[config.mk]
export PLATFORM = sky130hd
export DESIGN_NAME = pattern_cmd_loader
export DESIGN_NICKNAME = d
export VERILOG_FILES = /design/src/rtl/pattern_cmd_loader.sv
export SDC_FILE = /design/constraint.sdc
export NUM_CORES = 1
export LEC_CHECK = 0
export CORE_UTILIZATION = 60
export CTS_BUF_LIST = sky130_fd_sc_hd__clkbuf_8
export CTS_CLUSTER_SIZE = 30
export DETAILED_ROUTE_END_ITERATION = 16
export PLACE_DENSITY = 0.95
export RECOVER_POWER = 25
export SYNTH_ARGS = -nofsm -noshare
export SYNTH_HDL_FRONTEND = slang
export SYNTH_SLANG_ARGS = --single-unit
[constraint.sdc]
create_clock -name clk -period 8.05 [get_ports clk]
set_clock_uncertainty 0.15 [all_clocks]
set_input_delay 0.805 -clock clk [delete_from_list [all_inputs] [get_ports clk]]
set_output_delay 0.805 -clock clk [all_outputs]
set_load 0.01 [all_outputs]
[src/rtl/pattern_cmd_loader.sv]
// Byte-stream command parser in front of the serial output stage.
// Assembles output/frequency patterns from LSB-first payload bytes, issues
// start/stop pulses and tracks whether the serial stage is running.
//
// Handshake: the only input handshake is the receiver strobe. A byte on
// i_rx_data is consumed exactly on the rising edge where i_rx_done_tick=1;
// there is no back-pressure, so bytes arriving in S_COMMIT are dropped.
// All outputs are registered. Pulse outputs are high for exactly one cycle.
module pattern_cmd_loader #(
  parameter int DATA_BIT       = 32,
  parameter int TIMEOUT_CYCLES = 50000
) (
  input  logic                clk,
  input  logic                rst_n,
  input  logic [7:0]          i_rx_data,
  input  logic                i_rx_done_tick,
  input  logic                i_done_tick,
  output logic [DATA_BIT-1:0] o_output_pattern,
  output logic [DATA_BIT-1:0] o_freq_pattern,
  output logic                o_start,
  output logic                o_stop,
  output logic                o_mode,
  output logic                o_busy,
  output logic                o_load_tick,
  output logic                o_cmd_error,
  output logic [1:0]          o_dbg_state
);

  localparam int BYTES = DATA_BIT / 8;
  localparam int BC_W  = $clog2(BYTES + 1);
  localparam int TO_W  = $clog2(TIMEOUT_CYCLES) + 1;

  localparam logic [1:0] S_CMD     = 2'd0;
  localparam logic [1:0] S_PAYLOAD = 2'd1;
  localparam logic [1:0] S_COMMIT  = 2'd2;

  localparam logic [7:0] OP_LOAD_OUT  = 8'h01;
  localparam logic [7:0] OP_LOAD_FREQ = 8'h02;
  localparam logic [7:0] OP_START_ONE = 8'h03;
  localparam logic [7:0] OP_START_REP = 8'h04;
  localparam logic [7:0] OP_STOP      = 8'h05;

  logic [1:0]          state_q, state_d;
  logic [BC_W-1:0]     byte_cnt_q, byte_cnt_d;
  logic [TO_W-1:0]     to_cnt_q, to_cnt_d;
  logic [DATA_BIT-1:0] shadow_q, shadow_d;
  logic                target_q, target_d;   // 0 = output pattern, 1 = freq pattern
  logic [DATA_BIT-1:0] out_pat_q, out_pat_d;
  logic [DATA_BIT-1:0] freq_pat_q, freq_pat_d;
  logic                start_q, start_d;
  logic                stop_q, stop_d;
  logic                mode_q, mode_d;
  logic                busy_q, busy_d;
  logic                load_q, load_d;
  logic                err_q, err_d;
  logic                busy_eff;

  // A one-shot done tick clears busy before the current byte is decoded,
  // so a start byte in the same cycle is accepted.
  assign busy_eff = busy_q & ~(i_done_tick & ~mode_q);

  // Next-state logic for the parser FSM, counters, patterns and pulses.
  always_comb begin
    state_d    = state_q;
    byte_cnt_d = byte_cnt_q;
    to_cnt_d   = '0;
    shadow_d   = shadow_q;
    target_d   = target_q;
    out_pat_d  = out_pat_q;
    freq_pat_d = freq_pat_q;
    start_d    = 1'b0;
    stop_d     = 1'b0;
    mode_d     = mode_q;
    busy_d     = busy_eff;
    load_d     = 1'b0;
    err_d      = 1'b0;

    case (state_q)
      S_CMD: begin
        if (i_rx_done_tick) begin
          case (i_rx_data)
            OP_LOAD_OUT, OP_LOAD_FREQ: begin
              target_d   = (i_rx_data == OP_LOAD_FREQ);
              shadow_d   = '0;
              byte_cnt_d = '0;
              state_d    = S_PAYLOAD;
            end
            OP_START_ONE, OP_START_REP: begin
              if (!busy_eff) begin
                mode_d  = (i_rx_data == OP_START_REP);
                start_d = 1'b1;
                busy_d  = 1'b1;
              end
            end
            OP_STOP: begin
              stop_d = 1'b1;
              busy_d = 1'b0;
            end
            default: err_d = 1'b1;
          endcase
        end
      end

      S_PAYLOAD: begin
        if (i_rx_done_tick) begin
          shadow_d[int'(byte_cnt_q)*8 +: 8] = i_rx_data;
          byte_cnt_d = byte_cnt_q + 1'b1;
          if (byte_cnt_q == BC_W'(BYTES - 1)) state_d = S_COMMIT;
        end else if (to_cnt_q == TO_W'(TIMEOUT_CYCLES - 1)) begin
          // Too long since the last byte: abandon the partial payload.
          shadow_d   = '0;
          byte_cnt_d = '0;
          err_d      = 1'b1;
          state_d    = S_CMD;
        end else if (to_cnt_q != '1) begin
          to_cnt_d = to_cnt_q + 1'b1;
        end else begin
          to_cnt_d = to_cnt_q;
        end
      end

      S_COMMIT: begin
        if (target_q) freq_pat_d = shadow_q;
        else          out_pat_d  = shadow_q;
        load_d     = 1'b1;
        byte_cnt_d = '0;
        state_d    = S_CMD;
      end

      default: state_d = S_CMD;
    endcase
  end

  // State registers with asynchronous active-low reset.
  always_ff @(posedge clk or negedge rst_n) begin
    if (!rst_n) begin
      state_q    <= S_CMD;
      byte_cnt_q <= '0;
      to_cnt_q   <= '0;
      shadow_q   <= '0;
      target_q   <= 1'b0;
      out_pat_q  <= '0;
      freq_pat_q <= '0;
      start_q    <= 1'b0;
      stop_q     <= 1'b0;
      mode_q     <= 1'b0;
      busy_q     <= 1'b0;
      load_q     <= 1'b0;
      err_q      <= 1'b0;
    end else begin
      state_q    <= state_d;
      byte_cnt_q <= byte_cnt_d;
      to_cnt_q   <= to_cnt_d;
      shadow_q   <= shadow_d;
      target_q   <= target_d;
      out_pat_q  <= out_pat_d;
      freq_pat_q <= freq_pat_d;
      start_q    <= start_d;
      stop_q     <= stop_d;
      mode_q     <= mode_d;
      busy_q     <= busy_d;
      load_q     <= load_d;
      err_q      <= err_d;
    end
  end

  assign o_output_pattern = out_pat_q;
  assign o_freq_pattern   = freq_pat_q;
  assign o_start          = start_q;
  assign o_stop           = stop_q;
  assign o_mode           = mode_q;
  assign o_busy           = busy_q;
  assign o_load_tick      = load_q;
  assign o_cmd_error      = err_q;
  assign o_dbg_state      = state_q;

endmodule
# ---- Word-level counts from Yosys, hierarchy flattened
# Index checks and enable logic that the tools add are counted.
dict set report op_classes {
  addsub 3
  eq_ne 15
  shifts 2
  mux 37
  bitwise_logic 6
  reduce_logical 13
}
# operator n
set op_table {}
lappend op_table {{32-bit 2-to-1 mux} 4}
lappend op_table {{17-bit 2-to-1 mux} 4}
lappend op_table {{32-bit one-hot mux with 2 select lines} 1}
lappend op_table {{6-bit negation with 33-bit output} 1}
lappend op_table {{8-bit by 33-bit variable shift with 32-bit output, first input constant} 1}
lappend op_table {{8-bit by 33-bit indexed part select with 32-bit output} 1}
lappend op_table {{32-bit bitwise mux} 1}
lappend op_table {{17-bit by 1-bit adder with 17-bit output, second input constant} 1}
lappend op_table {{17-bit by 16-bit == test with 1-bit output, second input constant} 1}
lappend op_table {{17-bit != test, second input constant} 1}
lappend op_table {{8-bit by 2-bit == test with 1-bit output, second input constant} 2}
lappend op_table {{8-bit by 3-bit == test with 1-bit output, second input constant} 2}
lappend op_table {{4-bit AND reduction} 4}
lappend op_table {{1-bit 2-to-1 mux} 14}
lappend op_table {{3-bit 2-to-1 mux} 4}
lappend op_table {{2-bit 2-to-1 mux} 5}
lappend op_table {{3-bit one-hot mux with 3 select lines} 1}
lappend op_table {{8-bit by 1-bit == test with 1-bit output, second input constant} 1}
lappend op_table {{3-bit != test, second input constant} 2}
lappend op_table {{5-bit OR reduction} 1}
lappend op_table {{4-bit != test, second input constant} 1}
lappend op_table {{1-bit NOT} 4}
lappend op_table {{1-bit one-hot mux with 2 select lines} 2}
lappend op_table {{2-bit one-hot mux with 2 select lines} 1}
lappend op_table {{13 further kinds} 16}
dict set report word_totals {
  register_bits 125
}

# ---- Longest topological paths before layout
# Gate-level depths: netlist of run 1.
dict set report logic_depth {
  word_depth 8
  depth_mapped 11
  ltp_nobuf 10
}

# ---- Worst setup path after synthesis of run 1
# Ideal clock, no wire load.
dict set report synth_timing {
  path_kind {input to register}
  from {input i_rx_data[5]}
  to {register shadow_q[13]}
  arrival_time_ns 2.486
  t_required_ns 7.779
  setup_slack_ns 5.293
  stages 5
  n_path_buf 0
  path_cell_list {or4_4 or4b_1 or2b_2 nand3_4 a22o_2}
}
dict set report synth_between {
  elab_chain_cells 4
}
# item line
set synth_rtl {}
lappend synth_rtl {{start, declared} 15} ;# input logic [7:0] i_rx_data,
lappend synth_rtl {{8-bit by 33-bit indexed part select with 32-bit output (tied with other cells)} 106} ;# shadow_d[int'(byte_cnt_q)*8 +: 8] = i_rx_data;
lappend synth_rtl {{32-bit bitwise mux / 2-bit OR reduction (equally long branches)} {106, 81}}
lappend synth_rtl {{32-bit 2-to-1 mux / 2-bit by 1-bit != test with 1-bit output (equally long branches)} -}
lappend synth_rtl {{32-bit one-hot mux with 2 select lines / 4-bit AND reduction (equally long branches)} -}
lappend synth_rtl {{end signal, assigned} 154} ;# shadow_q <= shadow_d;
lappend synth_rtl {{end, declared} 46} ;# logic [DATA_BIT-1:0] shadow_q, shadow_d;
# Parallel ways exist; a longest one is shown, timed or not.
# A chain may end at the register's enable or synchronous reset.

==> summary.txt, run 1 <==
Route
  – Number of DRC violations after detailed-routing iteration 0: roughly 250
  – Detail-routed net length per standard cell: between 15 and 20 um
  – Drc violations: 0
  – DRT antenna net count: 0
  – Number of iterations in the first detailed-routing pass: 5
  – Final routed wirelength across all metal layers: 11.9 mm
  – Number of vias after detailed routing: between 3000 and 4000
  – Via-per-instance ratio: 6.16

Timing
  – Post-layout min period: 3.70 ns
  – Crit share post-route: between 40% and 50%
  – Endpoints failing hold: 0
  – Slew at the pin closest to its max-slew limit: approximately 3.2 ns
  – Max Clock Freq: about 0.27 GHz
  – Unrepaired setup endpoints after global routing: false
  – Setup TNS Final: 0 ns
  – Final Worst Setup Slack: ~4.3 ns
  – Setup violation total in the final timing report: 0
  – Final Max Slew Viols: between 90 and 100
  – Worst-case headroom to the max-slew limit: -116%

Yosys
  – Area share of the largest cell type after synthesis: between 50% and 60%
  – Asr flop ratio synth: 100%
  – Dominant cell by count in the synthesized netlist: dfrtp_1
  – Library cells used by synthesis: 48
  – Synth Area per Inst: around 13 um^2
  – Leading post-synthesis cells by instance count: dfrtp_1, mux2_2, nor2_1
  – Part of the Yosys area used for sequential elements: between 50% and 60%
  – Most instantiated flip-flop cell in the synthesis netlist: dfrtp_1
  – Yosys synthesis warning count: 0
  – Post-synth EDFFs: 0
  – Post-synthesis cell area: approximately 5200 um^2
  – Largest area contributor in the netlist: dfrtp_1
  – Cell types occupying the most area after synthesis: dfrtp_1, mux2_2, a22o_1
  – Number of synthesized register bits: about 130
  – Post-synthesis cell count: 392
  – Post-Synthesis Net Count: approximately 400

CTS
  – Hold buffer count at CTS: 0
  – Level count of the clock H-tree: 4
  – Latest clock arrival within the worst-skew pair: ~0.44 ns
  – Clock slew seen by the registers of the worst setup and hold paths: roughly 0.070 ns
  – TritonCTS clock tree: done
  – Buffers from clock root to sink, at most: 2
  – Post-CTS Repair Setup Buffers: 0
  – Resized cells post-CTS: 0
  – Number of clock buffers inserted by TritonCTS: 17
  – TritonCTS Sinks: between 100 and 150
  – CTS root buf: clkbuf_8

Setup path
  – Series of cell instances along the critical path: clkbuf_1 > buf_4
  – Worst setup SP type: input pin
  – Max incr delay on CP: ~2.2 ns
  – Crit. End Element: async pin
  – Critical path type: in2async
  – Max Fanout on Critical Path: 64
  – Critical Path RT: 8.38 ns
  – Arrival time reported for the critical path endpoint: a little over 4 ns
  – Kind of cell with the highest combined delay on the critical path: buffers and inverters
  – Worst-path cell with the longest stage delay: clkbuf_1
  – Number of buffer and inverter stages on the critical path: 2

Power and ir drop
  – Highest ir drop seen on vdd: approximately 0.00013 V
  – Leakage power: a little under 0.003 uW
  – P per Cell Area: 202 nW/um^2

GRT
  – Antenna violations before repair: 0
  – Pin count of the biggest net entering global routing: 65
  – Vias in the first global route: between 3000 and 4000
  – Remaining global-route overflow: 0
  – First-pass GRT wire length: 19.1 mm
  – Total Routing Usage GR: 28.8%

Status
  – Violations in the final reports: capacitance limit, slew limit
  – Run status: complete, but fails checks

Finish
  – Area added between synthesis and finish: 24.7%
  – Inserted Diodes: 0
  – Fin nets: approximately 500
  – Layout cell share with drive strength beyond 1: 22.7%
  – Final cell utilization of the core: between 70% and 80%
  – Design Area, Final: roughly 6500 um^2

Run
  – Max cap viols: 2

Floorplanning
  – Die extent in x: 95.3 um
  – # rows: 33
  – Placeable core region: just over 8000 um^2
  – Die height: 95.3 um
  – IO Pins: between 80 and 90
  – Die footprint: just over 9000 um^2
  – Initial standard-cell utilization of the core: between 60% and 70%

Place
  – Final weighted congestion of routability-driven global placement: just under 0.9
  – Setup WS pre-CTS: 4.56 ns
  – Dpl hpwl: roughly 7.5 mm
  – Number of port buffers: 83
  – Placed standard-cell area: between 6000 and 7000 um^2

Hold path
  – Class of the most critical hold timing path: reg2reg
-- layer usage --
metal,wire length (um),up-vias,track usage (%),share of wire (%)
li1,-,1597,-,-
met1,4970,1907,37.7,42
met2,6020,160,45.4,51
met3,668,28,8.53,5.6
met4,262,0,11.1,2.2
met5,0,-,0,0
-- power by group --
group | internal, uW | switching (uW) | leakage [uW] | total [uW]
Clock | 251 | 254 | 0.000182 | 505
Sequential | 648 | 26.2 | 0.00172 | 674
Combinational | 53.7 | 84.4 | 0.00103 | 138
Total | 953 | 364 | 0.00294 | 1320
-- area by class of cell --
class                   count  area (um^2)
well taps                 105          131
clock buffers              18          248
fillers                   485         1790
inverters                   7         26.3
flip-flops and latches    125         3130
repair buffers             85          836
clock inverters            14          123
multi-input cells         245         2010
-- registers in the layout, indices dropped and copies added, names as in the netlist --
signal and count:
o_dbg_state 2, o_cmd_error 1, o_output_pattern 32, o_busy 1, byte_cnt_q 3, o_load_tick 1, shadow_q 32, o_mode 1
target_q 1, o_start 1, to_cnt_q 17, o_freq_pattern 32, o_stop 1
-- metrics by stage --
step | hold slack, ns | cells | power, uW
finish | 0.357 | 599 | 1320
global route | 0.376 | 599 | 1370
CTS | 0.301 | 599 | 1320
detailed placement | 0.343 | 567 | 809
global placement | 0.336 | 567 | 804
floorplan | 0.328 | 392 | 757
-- final timing paths --
path	from	end	slack, ns	cells past startpoint
worst max-delay path	rst_n	byte_cnt_q[2]$_DFFE_PN0P_	4.35	2
worst min register to register	o_freq_pattern[24]$_DFFE_PN0P_	o_freq_pattern[24]$_DFFE_PN0P_	0.36	1
worst max register to register	byte_cnt_q[0]$_DFFE_PN0P_	shadow_q[18]$_DFFE_PN0P_	4.97	6
max in group clk	i_rx_done_tick	shadow_q[18]$_DFFE_PN0P_	4.73	5
min in group asynchronous	rst_n	o_output_pattern[20]$_DFFE_PN0P_	1.26	1
worst min-delay path	o_freq_pattern[24]$_DFFE_PN0P_	o_freq_pattern[24]$_DFFE_PN0P_	0.36	1
-- kinds of logic (layout without fill, tap and decap cells) --
| logic type | after synthesis | after routing | share of synthesized area (%) |
|---|---|---|---|
| DFF | 125 | 125 | 60.0 |
| AOI/OAI and AO/OA | 54 | 54 | 8.30 |
| adders and majority gates | 8 | 8 | 1.92 |
| muxes | 67 | 67 | 14.4 |
| and+or+nand+nor | 101 | 101 | 11.3 |
| buffers and inverters | 22 | 124 | 1.58 |
| xor gates and xnor gates | 15 | 15 | 2.52 |
-- cells in the final DEF, fill, tap and decap left out, types with 9 or more instances in the layout --
master             n
nor2_1            29
clkbuf_8          18
mux2_2            65
a22o_1            28
dfrtp_1          125
clkdlybuf4s50_1   81
nand2_1           17
nor3_1             9
xnor2_1           10
Power figures use the tool's default switching activity.
==> run 2: changes to the inputs <==
--- a/config.mk
+++ b/config.mk
@@ -5,11 +5,11 @@
 export SDC_FILE = /design/constraint.sdc
 export NUM_CORES = 1
 export LEC_CHECK = 0
-export CORE_UTILIZATION = 60
+export CORE_UTILIZATION = 50
 export CTS_BUF_LIST = sky130_fd_sc_hd__clkbuf_8
 export CTS_CLUSTER_SIZE = 30
 export DETAILED_ROUTE_END_ITERATION = 16
-export PLACE_DENSITY = 0.95
+export PLACE_DENSITY = 0.85
 export RECOVER_POWER = 25
 export SYNTH_ARGS = -nofsm -noshare
 export SYNTH_HDL_FRONTEND = slang
==> constraint.sdc (replaced) <==
create_clock -name clk -period 3.1 [get_ports clk]
set_clock_uncertainty 0.15 [all_clocks]
set_input_delay 0.31 -clock clk [delete_from_list [all_inputs] [get_ports clk]]
set_output_delay 0.31 -clock clk [all_outputs]
set_load 0.01 [all_outputs]
==> run 2 against run 1 <==
  * The flow still finishes with violations (capacitance limit, slew limit)
  * Critical path depth grew 8
  * First-iteration DRC count shrank 23%
  * Routed wire length shrank 6.6%
  * Largest cell class unchanged
  * Via count shrank 4.4%
==> summary.txt, run 2 (synthesized netlist as in run 1, its figures left out) <==
Floorplanning
  – Die footprint: 10800 um^2 (+20%)
  – Placeable core region: 9950 um^2 (+20%)
  – # rows: 36 (+9.1%)
  – Initial standard-cell utilization of the core: 52.4% (-10 points)
  – Die height: 104 um (+9.3%)
  – Die extent in x: 104 um (+9.3%)
  – IO Pins: 84 (unchanged)

Power and ir drop
  – Highest ir drop seen on vdd: 0.000375 V (+190%)
  – Switching part of the total: 25.9% (-1.7 points)
  – Leakage power: 0.00302 uW (+2.9%)
  – Cell-internal power: 2610 uW (+170%)
  – P per Cell Area: 526 nW/um^2 (+160%)
  – Switching component of the power: 914 uW (+150%)
  – Relative contribution of combinational cells to total power: 9.6% (-0.9 points)
  – Reg power frac: 49.5% (-1.7 points)
  – Part of the total power dissipated in the clock network: 40.8% (+2.5 points)

Route
  – Number of DRC violations after detailed-routing iteration 0: 190 (-23%)
  – Number of vias after detailed routing: 3529 (-4.4%)
  – Via-per-instance ratio: 5.51 (-11%)
  – Number of iterations in the first detailed-routing pass: 4 (-1)
  – Drc violations: 0 (unchanged)
  – Detail-routed net length per standard cell: 17.4 um (-13%)
  – Final routed wirelength across all metal layers: 11.1 mm (-6.6%)
  – DRT antenna net count: 0 (unchanged)

Timing
  – Worst-case headroom to the max-slew limit: -25.2% (+91 points)
  – Setup violation total in the final timing report: 0 (unchanged)
  – Unrepaired setup endpoints after global routing: false
  – Post-layout min period: roughly 2.7 ns
  – Max Clock Freq: between 0.3 and 0.4 GHz
  – Setup TNS Final: 0 ns (unchanged)
  – Final Worst Setup Slack: 0.431 ns (-3.92 ns)
  – Crit share post-route: between 80% and 90%
  – Endpoints failing hold: 0 (unchanged)
  – Final Max Slew Viols: 34 (-65%)
  – Slew at the pin closest to its max-slew limit: 1.88 ns (-1.36 ns)

Finish
  – Combined area of the multi-input logic cells: 2010 um^2 (unchanged)
  – Layout cell share with drive strength beyond 1: 24.9% (+2.2 points)
  – Commonest cells after routing, fill and taps aside: dfrtp_1, clkdlybuf4s50_1, mux2_2
  – Fin nets: 514 (+2.6%)
  – Area added between synthesis and finish: 28.4%
  – Inserted Diodes: 0 (unchanged)
  – Area taken by flip-flops and latches: 3130 um^2 (unchanged)
  – Most frequent standard cell in the layout excluding fill and tap cells: dfrtp_1
  – Number of fillers in the final layout: 707 (+46%)

CTS
  – CTS root buf: clkbuf_8
  – Resized cells post-CTS: 0 (unchanged)
  – TritonCTS Sinks: 125 (unchanged)
  – Buffers from clock root to sink, at most: 2 (unchanged)
  – Latest clock arrival within the worst-skew pair: 0.43 ns (about the same)
  – TritonCTS clock tree: done
  – Number of clock buffers inserted by TritonCTS: 17 (unchanged)
  – Level count of the clock H-tree: 4 (unchanged)
  – Clock slew seen by the registers of the worst setup and hold paths: 0.07 ns (about the same)

Place
  – Dpl hpwl: 7.84 mm (+4.8%)
  – Final weighted congestion of routability-driven global placement: 0.888 (-0.12%)
  – Number of port buffers: 83 (unchanged)
  – Setup WS pre-CTS: 0.191 ns (-4.37 ns)

Setup path
  – Crit. End Element: flop
  – Worst setup SP type: flop
  – Arrival time reported for the critical path endpoint: 2.84 ns (-1.19 ns)
  – Critical Path RT: 3.27 ns (-5.11 ns)
  – Critical path type: reg2reg
  – Max Fanout on Critical Path: 6 (-91%)

GRT
  – Remaining global-route overflow: 0 (unchanged)
  – Total Routing Usage GR: 22.0% (-6.9 points)
  – First-pass GRT wire length: 18.6 mm (-2.8%)
  – Antenna violations before repair: 0 (unchanged)
  – Pin count of the biggest net entering global routing: 93 (+43%)
  – Vias in the first global route: 3596 (-1.0%)

Status
  – Violations in the final reports: capacitance limit, slew limit
  – Run status: complete, but fails checks

Hold path
  – Class of the most critical hold timing path: reg2reg

Run
  – Max cap viols: 1 (-1)
-- run 2: cell types whose count changed in the layout (fill, tap and decap cells not counted), sizes merged --
cell           delta
buf              +13
bufinv            +1
clkbuf            +1
clkdlybuf4s50     +1
clkinv            -4
inv               +1
-- run 2: critical path, stage by stage (launching register included) --
cell	delay [ns]
dfrtp_1	0.41
ha_1	0.23
and4_1	0.19
nand4_1	0.12
nor3_1	0.08
ha_1	0.27
and4b_1	0.38
nand2_1	0.15
nor4_1	0.35
xnor2_1	0.16
nor2_1	0.06
-- run 2: final timing paths --
kind / startpoint / to / slack [ns] / depth (start not counted)
worst max register to register: to_cnt_q[0]$_DFFE_PN0P_ / to_cnt_q[15]$_DFFE_PN0P_ / 0.43 / 10
worst max-delay path: to_cnt_q[0]$_DFFE_PN0P_ / to_cnt_q[15]$_DFFE_PN0P_ / 0.43 / 10
worst min register to register: o_freq_pattern[24]$_DFFE_PN0P_ / o_freq_pattern[24]$_DFFE_PN0P_ / 0.36 / 1
max in group asynchronous: rst_n / o_output_pattern[30]$_DFFE_PN0P_ / 0.79 / 3
min in group asynchronous: rst_n / o_output_pattern[6]$_DFFE_PN0P_ / 0.78 / 2
worst min-delay path: o_freq_pattern[24]$_DFFE_PN0P_ / o_freq_pattern[24]$_DFFE_PN0P_ / 0.36 / 1
-- run 2: stage by stage --
step | instance area (um^2) | hold slack [ns] | total power, uW | std cells | utilization, %
after global placement | 6280 | 0.135 | 2090 | 607 | 63.1
after floorplan | 5220 | -0.136 | 1970 | 392 | -
final | 6700 | 0.355 | 3520 | 640 | 67.3
after global routing | 6700 | 0.376 | 3650 | 640 | 67.3
after detailed placement | 6280 | 0.141 | 2110 | 607 | 63.1
after CTS | 6700 | 0.216 | 3540 | 640 | 67.3
-- run 2: power groups by stage --
stage / logic (uW) / clock network, uW / registers, uW
4_1_cts: 338 / 1460 / 1740
6_report: 339 / 1440 / 1750
3_5_place_dp: 336 / 0 / 1770
5_1_grt: 374 / 1530 / 1750
3_3_place_gp: 320 / 0 / 1770
2_1_floorplan: 209 / 0 / 1760
-- run 2: layer usage --
| layer | up-vias | track usage, % | share of wire [%] |
|---|---|---|---|
| met5 | - | 0 | 0 |
| met4 | 0 | 8.98 | 2.3 |
| met3 | 23 | 5.33 | 3.7 |
| met2 | 97 | 36.2 | 50 |
| met1 | 1787 | 28.0 | 44 |
| li1 | 1622 | - | - |
-- run 2: layout make-up --
class / count / area share (%)
repair buffers: 98 / 14.2
clock inverters: 12 / 2.02
inverters: 7 / 0.392
multi-input cells: 245 / 30.1
flip-flops and latches: 125 / 46.7
clock buffers: 20 / 4.11
well taps: 133 / 2.48
-- run 2: repair_timing --
| item | 4_1_cts | 5_1_grt |
|---|---|---|
| endpoints found under the hold margin | 33 | 0 |
| hold buffers | 1 | 0 |
| buffers inserted | 0 | 0 |
==> run 3: changes to the inputs <==
--- a/config.mk
+++ b/config.mk
@@ -11,6 +11,7 @@
 export DETAILED_ROUTE_END_ITERATION = 16
 export PLACE_DENSITY = 0.85
 export RECOVER_POWER = 25
+export SKIP_CTS_REPAIR_TIMING = 1
 export SYNTH_ARGS = -nofsm -noshare
 export SYNTH_HDL_FRONTEND = slang
 export SYNTH_SLANG_ARGS = --single-unit
==> run 3 against run 2 <==
  * Utilization unchanged
  * Critical endpoint unchanged
  * Global-route usage unchanged
  * Largest power group unchanged
  * Total power about the same
  * Routed wire length rose by 0.28%
  * Cell count is the same
  * Sequential power hardly changed
  * Worst setup slack got worse by 0.0018 ns
  * The flow still finishes with violations (capacitance limit, slew limit)
  * Flip-flop and latch count is the same
  * Sequential share of layout area unchanged
==> summary.txt, run 3 (synthesized netlist as in run 1, its figures left out) <==
Status
  – Run status: complete, but fails checks
  – Violations in the final reports: capacitance limit, slew limit

Route
  – Number of iterations in the first detailed-routing pass: 4 (unchanged)
  – Number of DRC violations after detailed-routing iteration 0: 190 (unchanged)
  – Final routed wirelength across all metal layers: 11.2 mm (+0.28%)
  – Number of vias after detailed routing: 3531 (+0.057%)
  – Via-per-instance ratio: 5.52 (about the same)
  – Drc violations: 0 (unchanged)
  – Detail-routed net length per standard cell: 17.5 um (+0.28%)
  – DRT antenna net count: 0 (unchanged)

CTS
  – Level count of the clock H-tree: 4 (unchanged)
  – Latest clock arrival within the worst-skew pair: 0.44 ns (about the same)
  – Clock slew seen by the registers of the worst setup and hold paths: 0.07 ns (about the same)
  – Buffers from clock root to sink, at most: 2 (unchanged)
  – TritonCTS clock tree: done
  – Number of clock buffers inserted by TritonCTS: 17 (unchanged)
  – CTS root buf: clkbuf_8
  – TritonCTS Sinks: 125 (unchanged)

GRT
  – Vias in the first global route: 3596 (unchanged)
  – Remaining global-route overflow: 0 (unchanged)
  – Pin count of the biggest net entering global routing: 93 (unchanged)
  – First-pass GRT wire length: 18.6 mm (unchanged)
  – Total Routing Usage GR: 22.0% (unchanged)
  – Antenna violations before repair: 0 (unchanged)

Setup path
  – Number of buffer and inverter stages on the critical path: 0 (unchanged)
  – Max incr delay on CP: 0.41 ns (about the same)
  – Critical R2R Capture: to_cnt_q[15]$_DFFE_PN0P_
  – Max Fanout on Critical Path: 6 (unchanged)
  – Worst-path cell with the longest stage delay: dfrtp_1
  – Arrival time reported for the critical path endpoint: 2.84 ns (about the same)
  – Worst setup SP type: flop
  – Critical Path RT: 3.27 ns (about the same)
  – R2r setup slk: 0.43 ns (about the same)
  – Worst R2R Start: to_cnt_q[0]$_DFFE_PN0P_
  – Cell count of the worst reg-to-reg path: 10 (unchanged)
  – Kind of cell with the highest combined delay on the critical path: simple AND/OR/NAND/NOR gates
  – Cell repeated most along the worst path: ha_1
  – Series of cell instances along the critical path: ha_1 > and4_1 > nand4_1 > nor3_1 > ha_1 > and4b_1 > nand2_1 > nor4_1 > xnor2_1 > nor2_1
  – Crit. End Element: flop
  – Critical path type: reg2reg

Timing
  – Max Clock Freq: 0.374 GHz (about the same)
  – Setup TNS Final: 0 ns (unchanged)
  – Endpoints failing hold: 0 (unchanged)
  – Setup violation total in the final timing report: 0 (unchanged)
  – Unrepaired setup endpoints after global routing: false
  – Final Max Slew Viols: 34 (unchanged)
  – Post-layout min period: 2.67 ns (+0.00183 ns)
  – Crit share post-route: 86.2% (about the same)
  – Final Worst Setup Slack: 0.429 ns (-0.00183 ns)
  – Slew at the pin closest to its max-slew limit: 1.88 ns (+0.00102 ns)
  – Worst-case headroom to the max-slew limit: -25.3% (-0.068 points)
  – Worst hold slack across all endpoints: 0.355 ns (+0.0000250 ns)

Floorplanning
  – Die extent in x: 104 um (unchanged)
  – Placeable core region: 9950 um^2 (unchanged)
  – Initial standard-cell utilization of the core: 52.4% (unchanged)
  – # rows: 36 (unchanged)
  – Die footprint: 10800 um^2 (unchanged)
  – Die height: 104 um (unchanged)
  – IO Pins: 84 (unchanged)

Finish
  – Inserted Diodes: 0 (unchanged)
  – Area added between synthesis and finish: 28.4% (unchanged)
  – Fin nets: 514 (unchanged)
  – Commonest cells after routing, fill and taps aside: dfrtp_1, clkdlybuf4s50_1, mux2_2
  – Final cell utilization of the core: 67.3% (unchanged)
  – Layout cell share with drive strength beyond 1: 24.9% (unchanged)
  – Number of fillers in the final layout: 707 (unchanged)
  – Most frequent standard cell in the layout excluding fill and tap cells: dfrtp_1

Hold path
  – Class of the most critical hold timing path: reg2reg
  – Hold Crit Depth: 1 (unchanged)
  – Launch point of the worst hold path: o_freq_pattern[24]$_DFFE_PN0P_
  – Worst hold endpoint: o_freq_pattern[24]$_DFFE_PN0P_

Place
  – Final weighted congestion of routability-driven global placement: 0.888 (unchanged)
  – Dpl hpwl: 7.84 mm (unchanged)
  – Setup WS pre-CTS: 0.191 ns (unchanged)
  – Number of port buffers: 83 (unchanged)

Power and ir drop
  – Highest ir drop seen on vdd: 0.000380 V (+1.3%)
  – P per Cell Area: 527 nW/um^2 (about the same)
  – Overall power consumption: 3530 uW (about the same)
  – Leakage power: 0.00302 uW (unchanged)

Run
  – Max cap viols: 1 (unchanged)
-- run 3: cell counts in the layout (fill, tap and decap cells not counted) --
No cell type changed its count.
-- run 3: per-layer routing --
layer | wire, um | global-route usage, %
met4 | 231 | 8.98
met2 | 5620 | 36.2
met5 | 0 | 0
met1 | 4890 | 28.0
met3 | 422 | 5.33
-- run 3: through the flow --
| stage | instance area, um^2 | cells |
|---|---|---|
| floorplan | 5220 | 392 |
| global placement | 6280 | 607 |
| detailed placement | 6280 | 607 |
| CTS | 6690 | 639 |
| global route | 6700 | 640 |
| finish | 6700 | 640 |
-- run 3: worst register-to-register path, stage by stage (launching register included) --
cell and delay (ns):
dfrtp_1 0.41, ha_1 0.23, and4_1 0.19, nand4_1 0.12
nor3_1 0.08, ha_1 0.27, and4b_1 0.38, nand2_1 0.15
nor4_1 0.35, xnor2_1 0.16, nor2_1 0.06
-- run 3: where the power goes --
part           leakage, uW  internal, uW  switching (uW)
Clock             0.000198           783             660
Sequential         0.00172          1680            62.7
Combinational      0.00110           144             196
Total              0.00302          2610             918
-- run 3: layout make-up --
type	count	area, um^2	area share, %
Timing Repair Buffer	98	952	14.2
Multi-Input combinational cell	245	2010	30.1
Clock buffer	20	275	4.11
Inverter	7	26.3	0.392
Clock inverter	12	135	2.02
Sequential cell	125	3130	46.7
Tap cell	133	166	2.48
-- run 3: worst max path at each step --
stage	depth (start not counted)	slack (ns)	end	startpoint
after global placement	6	0.24	shadow_q[5]$_DFFE_PN0P_	i_rx_data[4]
after detailed placement	6	0.19	shadow_q[5]$_DFFE_PN0P_	i_rx_data[5]
final	10	0.43	to_cnt_q[15]$_DFFE_PN0P_	to_cnt_q[0]$_DFFE_PN0P_
after floorplan	11	0.52	to_cnt_q[15]$_DFFE_PN0P_	to_cnt_q[0]$_DFFE_PN0P_
after global routing	10	0.31	to_cnt_q[15]$_DFFE_PN0P_	to_cnt_q[0]$_DFFE_PN0P_
after CTS	10	0.42	to_cnt_q[15]$_DFFE_PN0P_	to_cnt_q[0]$_DFFE_PN0P_
